<file path="src/rtl/imem_loader_if.sv">
// Byte stream from the UART receiver plus the instruction-memory write port.
// The master side is the loader; the slave side is the environment.
interface imem_loader_if;
  logic        rx_valid;
  logic [7:0]  rx_data;
  logic        we;
  logic [31:0] wa;
  logic [31:0] wd;

  modport master (
    input  rx_valid,
    input  rx_data,
    output we,
    output wa,
    output wd
  );

  modport slave (
    output rx_valid,
    output rx_data,
    input  we,
    input  wa,
    input  wd
  );
endinterface

</file>
<file path="src/rtl/imem_loader.sv">
// Boot-time instruction-memory loader: frames a UART byte stream into little-endian
// words and writes them to imem, holding the CPU in reset while a load is incomplete.
module imem_loader #(
  parameter int unsigned MAX_WORDS   = 65,
  parameter int unsigned TIMEOUT_CYC = 1000000,
  parameter logic [7:0]  SYNC_BYTE   = 8'hA5
) (
  input  logic          clk,
  input  logic          reset,
  imem_loader_if.master bus,
  output logic          cpu_reset,
  output logic          busy,
  output logic          done,
  output logic          err
);

  localparam int unsigned TmoW = $clog2(TIMEOUT_CYC + 1);
  localparam logic [TmoW-1:0] TmoLast = TmoW'(TIMEOUT_CYC - 1);

  typedef enum logic [1:0] {StIdle, StCnt0, StCnt1, StData} state_e;

  state_e          state_q, state_d;
  logic [7:0]      cnt_lo_q;
  logic [15:0]     n_q;
  logic [15:0]     idx_q;
  logic [1:0]      bidx_q;
  logic [23:0]     part_q;
  logic [TmoW-1:0] tmo_q;
  logic            we_q, done_q, err_q, cpu_reset_q;
  logic [31:0]     wa_q, wd_q;

  logic [15:0] count;
  logic        count_bad;
  logic        tmo_expire;
  logic        sync_hit, bad_cnt, word_done, last_word;

  assign count     = {bus.rx_data, cnt_lo_q};
  assign count_bad = (count == 16'd0) || (32'(count) > MAX_WORDS);
  // Expiry fires on the edge where the idle count would reach TIMEOUT_CYC; a byte wins.
  assign tmo_expire = (state_q != StIdle) && !bus.rx_valid && (tmo_q == TmoLast);

  always_ff @(posedge clk or posedge reset) begin
    if (reset) begin
      state_q <= StIdle;
    end else begin
      state_q <= state_d;
    end
  end

  always_comb begin
    state_d   = state_q;
    sync_hit  = 1'b0;
    bad_cnt   = 1'b0;
    word_done = 1'b0;
    last_word = 1'b0;
    unique case (state_q)
      StIdle: begin
        if (bus.rx_valid && (bus.rx_data == SYNC_BYTE)) begin
          state_d  = StCnt0;
          sync_hit = 1'b1;
        end
      end
      StCnt0: begin
        if (bus.rx_valid) state_d = StCnt1;
      end
      StCnt1: begin
        if (bus.rx_valid) begin
          if (count_bad) begin
            state_d = StIdle;
            bad_cnt = 1'b1;
          end else begin
            state_d = StData;
          end
        end
      end
      StData: begin
        if (bus.rx_valid && (bidx_q == 2'd3)) begin
          word_done = 1'b1;
          if (idx_q + 16'd1 == n_q) begin
            last_word = 1'b1;
            state_d   = StIdle;
          end
        end
      end
      default: state_d = StIdle;
    endcase
    if (tmo_expire) state_d = StIdle;
  end

  always_ff @(posedge clk or posedge reset) begin
    if (reset) begin
      cnt_lo_q    <= '0;
      n_q         <= '0;
      idx_q       <= '0;
      bidx_q      <= '0;
      part_q      <= '0;
      tmo_q       <= '0;
      we_q        <= 1'b0;
      done_q      <= 1'b0;
      err_q       <= 1'b0;
      cpu_reset_q <= 1'b0;
      wa_q        <= '0;
      wd_q        <= '0;
    end else begin
      we_q   <= word_done;
      done_q <= last_word;
      tmo_q  <= (state_d == StIdle || bus.rx_valid) ? '0 : tmo_q + 1'b1;

      if (state_q == StCnt0 && bus.rx_valid) cnt_lo_q <= bus.rx_data;

      if (state_q == StCnt1 && bus.rx_valid) begin
        n_q    <= count;
        idx_q  <= '0;
        bidx_q <= '0;
        part_q <= '0;
      end

      if (word_done) begin
        wa_q   <= {14'b0, idx_q, 2'b00};
        wd_q   <= {bus.rx_data, part_q};
        idx_q  <= idx_q + 16'd1;
        bidx_q <= '0;
      end else if (state_q == StData && bus.rx_valid) begin
        unique case (bidx_q)
          2'd0:    part_q[7:0]   <= bus.rx_data;
          2'd1:    part_q[15:8]  <= bus.rx_data;
          default: part_q[23:16] <= bus.rx_data;
        endcase
        bidx_q <= bidx_q + 2'd1;
      end

      if (sync_hit) begin
        err_q       <= 1'b0;
        cpu_reset_q <= 1'b1;
      end else if (bad_cnt || tmo_expire) begin
        err_q <= 1'b1;
      end
      if (last_word) cpu_reset_q <= 1'b0;
    end
  end

  assign bus.we = we_q;
  assign bus.wa = wa_q;
  assign bus.wd = wd_q;

  always_comb begin
    busy      = (state_q != StIdle);
    done      = done_q;
    err       = err_q;
    cpu_reset = cpu_reset_q;
  end

endmodule

</file>
<file path="src/flat_wrapper.sv">
// flat-port wrapper written by rule: the top's interface ports become plain ports
module imem_loader_flat 
#(
  parameter int unsigned MAX_WORDS   = 65,
  parameter int unsigned TIMEOUT_CYC = 1000000,
  parameter logic [7:0]  SYNC_BYTE   = 8'hA5
)
  (clk, reset, cpu_reset, busy, done, err, bus_rx_valid, bus_rx_data, bus_we, bus_wa, bus_wd);
  imem_loader_if bus_i ();
  input  logic clk;
  input  logic reset;
  output logic cpu_reset;
  output logic busy;
  output logic done;
  output logic err;
  input wire logic [$bits(bus_i.rx_valid)-1:0] bus_rx_valid;
  input wire logic [$bits(bus_i.rx_data)-1:0] bus_rx_data;
  output wire logic [$bits(bus_i.we)-1:0] bus_we;
  output wire logic [$bits(bus_i.wa)-1:0] bus_wa;
  output wire logic [$bits(bus_i.wd)-1:0] bus_wd;
  assign bus_i.rx_valid = bus_rx_valid;
  assign bus_i.rx_data = bus_rx_data;
  assign bus_we = bus_i.we;
  assign bus_wa = bus_i.wa;
  assign bus_wd = bus_i.wd;
  imem_loader #(.MAX_WORDS(MAX_WORDS), .TIMEOUT_CYC(TIMEOUT_CYC), .SYNC_BYTE(SYNC_BYTE)) u_core (.clk(clk), .reset(reset), .bus(bus_i), .cpu_reset(cpu_reset), .busy(busy), .done(done), .err(err));
endmodule
</file>
<file path="config.mk">
export PLATFORM = sky130hd
export DESIGN_NAME = imem_loader_flat
export DESIGN_NICKNAME = d
export VERILOG_FILES = /design/src/rtl/imem_loader_if.sv /design/src/rtl/imem_loader.sv /design/src/flat_wrapper.sv
export SDC_FILE = /design/constraint.sdc
export NUM_CORES = 1
export LEC_CHECK = 0
export ABC_AREA = 0
export BUFFER_PORTS_ARGS = -buffer_cell sky130_fd_sc_hd__buf_4
export CAP_MARGIN = 20
export CORE_MARGIN = 1
export CORE_UTILIZATION = 55
export CTS_CLUSTER_SIZE = 30
export DETAILED_ROUTE_END_ITERATION = 16
export PLACE_DENSITY = 0.72
export SYNTH_ARGS = -nofsm -noshare
export SYNTH_HDL_FRONTEND = slang
export SYNTH_SLANG_ARGS = --single-unit
export TNS_END_PERCENT = 20
</file>
<file path="constraint.sdc">
create_clock -name clk -period 16.3 [get_ports clk]
set_clock_uncertainty 0.2 [all_clocks]
set_input_delay 4.075 -clock clk [delete_from_list [all_inputs] [get_ports clk]]
set_output_delay 4.075 -clock clk [all_outputs]
set_load 0.05 [all_outputs]
</file>
==> results.yml <==
drt:
  drt_wl_total_um: 13800
  wl_per_cell_um: 15.4
  drc: 0
  drt_iter0_drc: 327
  drtPass1Iterations: 4
  vias: 4928
  drtAntennaViolNets: 0
  via_per_inst: 5.47
power:
  p_sw_uw: 165
  power.leakage_uw: 0.00364
  internal_power_uw: 586
  clkPwrFrac_pct: 48.3
  p_per_area_mw_per_mm2: 100
  pwr-share-comb_pct: 4.6
  p_seq_share_pct: 47.1
  ir_worst_vdd_mv: 0.0929
  switching_share_pct: 22.0
timing:
  rsz0062_at_grt: "no"
  drv_slew: 0
  setup-tns-final_ns: 0
  hold_slack_ns: 0.244
  slew_headroom_pct: 38.7
  min_period_ns: 5.74
  hold_viol_final: 0
  finalCritPeriodShare_pct: 35.2
  fmax_mhz: 174
  setup_violations: 0
  tightestPinTransition_ns: 0.919
  setup_slack_ns: 10.56
status:
  status: "finished, final reports clean"
synth:
  yosysSeqAreaShare_pct: 54.1
  synth.distinct_cells: 59
  synth_area_mm2: 0.00647
  yosysTopAreaCellShare_pct: 54.1
  synthFlopType: "dfrtp_1"
  synth-seq-cells: 140
  syn_avg_cell_area_um2: 9.24
  synth_top_area_cell: "dfrtp_1"
  synthTopCellsByArea: "dfrtp_1, nand2_1, o21ai_0, xnor2_1, xor2_1"
  synth_edf_count: 0
  ys_warn_count: 0
  syn_inst: 701
  synthArstFlopShare_pct: 100
floorplanning:
  rows: 39
  start_util_pct: 56.5
  fp.dieArea_mm2: 0.0122
  ioPinCount: 80
  die_h_um: 111
  core_area_mm2: 0.0115
  chipWidth_um: 111
worst_setup_path:
  max_stage_delay_ns: 0.50
  worst_path_max_delay_cell: "dfrtp_1"
  crit_path_start: "u_core.state_q[0]"
  r2r_start: "u_core.idx_q[0]"
  crit_chain: "nor2_1 > inv_1 > buf_4"
  crit_buf_inv: 2
  cp_top_family: "flip-flops"
  arrival_ns: 1.47
  worstSetupEndpointType: "output pin"
  cp.required_ns: 12.02
  rr_endpoint: "u_core.cpu_reset"
  critPathLaunchType: "register"
  crit_type: "reg2out"
  rrSetupSlack_ns: 13.65
  rr_worst_depth: 7
  crit_fanout: 12
global_route:
  grt_usage_pct: 24.0
  antenna_found_initial: 0
  grt_pass1_vias: 4895
  grt_max_degree: 96
  grt_pass1_wl_um: 23200
  grt-ovfl-total: 0
cts:
  htree_levels: 4
  cts_setup_buffers: 0
  clkSinkCount: 140
  path_clk_slew_ns: 0.06
  root_buffer: "clkbuf_16"
  cts.repair.resized: 0
  tritoncts: "yes"
  cts_made_buffers: 17
  clockBufferDepth: 2
  hold_buffers: 0
  insertion_delay_ns: 0.42
placed_design:
  dp_hpwl_um: 8890
  gp_congestion: 0.888
  place.port_buffers: 63
  place_ws_ns: 10.26
final_layout:
  n_antenna_cell: 0
  nFillCells: 937
  fin_nets: 763
  layout-drive-gt1-share_pct: 16.1
  regArea_mm2: 0.00350
  syn_to_final_growth_pct: 15.8
  multi_input_area_mm2: 0.00270
min_path:
  holdCritStartpoint: "u_core.tmo_q[0]"
  min_to: "u_core.tmo_q[0]"
  hold_path.class: "reg2reg"
  min_path_cells: 1
job:
  max_cap_violations: 0
-- worst max path at each step --
| stage | to | slack, ns | cells past startpoint |
|---|---|---|---|
| finish | busy | 10.56 | 3 |
| global route | busy | 10.48 | 3 |
| global placement | u_core.tmo_q[18] | 10.33 | 6 |
| CTS | busy | 10.56 | 3 |
| floorplan | u_core.bidx_q[0] | 8.27 | 1 |
| detailed placement | u_core.tmo_q[4] | 10.26 | 6 |
-- state kept, by name (all words and copies together), names as in the netlist --
| name | flops |
|---|---|
| u_core.bus.wd | 32 |
| u_core.part_q | 24 |
| u_core.tmo_q | 20 |
| u_core.bus.wa | 16 |
| u_core.idx_q | 16 |
| u_core.n_q | 16 |
| u_core.cnt_lo_q | 8 |
| u_core.bidx_q | 2 |
| u_core.state_q | 2 |
| u_core.bus.we | 1 |
| u_core.cpu_reset | 1 |
| u_core.done | 1 |
| u_core.err | 1 |
-- metal layers --
layer  vias to the layer above  GRT usage, %  share of wire [%]
met5                         -             0                  0
met4                         0          10.5                1.9
met3                        27          5.71                3.9
met2                       119          38.5                 50
met1                      2391          31.0                 44
li1                       2391             -                  -
-- per-stage QoR --
stage                     power (uW)  std cells  utilization, %  cell area (um2)
final                            752        901            65.4             7500
after global routing             775        901            65.4             7500
after CTS                        759        901            65.4             7500
after detailed placement         395        871            60.5             6930
after global placement           394        871            60.5             6930
after floorplan                  388        716               -             6530
-- cell usage after synthesis, types with 4 or more instances --
library cell    n
nand2_1       216
dfrtp_1       140
o21ai_0        73
nor2_1         40
clkbuf_1       27
nand3_1        23
buf_4          20
xnor2_1        20
xor2_1         18
inv_1           8
mux2_2          8
nand4_1         8
a21oi_1         7
nor3_1          7
ha_1            5
or4_1           5
a31oi_1         4
and2_1          4
and3_1          4
and4_1          4
buf_1           4
buf_2           4
nor2b_1         4
o31ai_1         4
-- area by class of cell --
| type | instances | share of cell area [%] |
|---|---|---|
| clock buffers | 23 | 6.64 |
| clock inverters | 7 | 0.851 |
| inverters | 9 | 0.517 |
| multi-input cells | 511 | 36.1 |
| flip-flops and latches | 140 | 46.7 |
| well taps | 143 | 2.39 |
| repair buffers | 68 | 6.81 |
-- cells by family (layout without fill, tap and decap cells) --
| logic type | after synthesis | in the layout | synth area share [%] |
|---|---|---|---|
| simple gates | 334 | 334 | 23.1 |
| flops | 140 | 140 | 54.1 |
| compound gates | 109 | 109 | 9.93 |
| buf+inv | 65 | 107 | 5.02 |
| xor+xnor | 39 | 39 | 5.39 |
| mux | 8 | 8 | 1.39 |
| fa+ha+maj | 5 | 5 | 0.966 |
| other cells | 1 | 16 | 0.0579 |
-- cells in the final DEF, fill, tap and decap left out, types with 2 or more instances in the layout --
cell | netlist | routed
clkbuf_16 | 0 | 17
nor4_4 | 2 | 2
o21ai_0 | 73 | 73
and3_1 | 4 | 4
or3_1 | 2 | 2
o31a_1 | 2 | 2
and2_1 | 4 | 4
clkinv_2 | 0 | 5
nor2b_1 | 4 | 4
nand3b_1 | 2 | 2
dfrtp_1 | 140 | 140
inv_1 | 8 | 7
a31oi_1 | 4 | 4
xnor2_1 | 20 | 20
nand3_1 | 23 | 23
nand4_1 | 8 | 8
nor3_1 | 7 | 7
o21bai_1 | 2 | 2
conb_1 | 1 | 16
clkbuf_8 | 0 | 5
o31ai_1 | 4 | 4
xor2_1 | 18 | 18
o22ai_1 | 2 | 2
nor4_1 | 2 | 2
or4_1 | 5 | 5
nand2b_1 | 2 | 2
a21oi_1 | 7 | 7
nand2_1 | 216 | 216
mux2_2 | 8 | 8
nor2_1 | 40 | 40
and4_1 | 4 | 4
buf_4 | 20 | 68
a211oi_1 | 2 | 2
ha_1 | 5 | 5
-- power groups by stage --
stage / combinational [uW] / sequential, uW / clock, uW
after CTS: 35.0 / 354 / 369
after global placement: 34.3 / 360 / 0
after detailed placement: 35.0 / 360 / 0
after global routing: 37.9 / 354 / 383
final: 34.6 / 354 / 363
after floorplan: 27.6 / 360 / 0
Power figures use the tool's default switching activity.
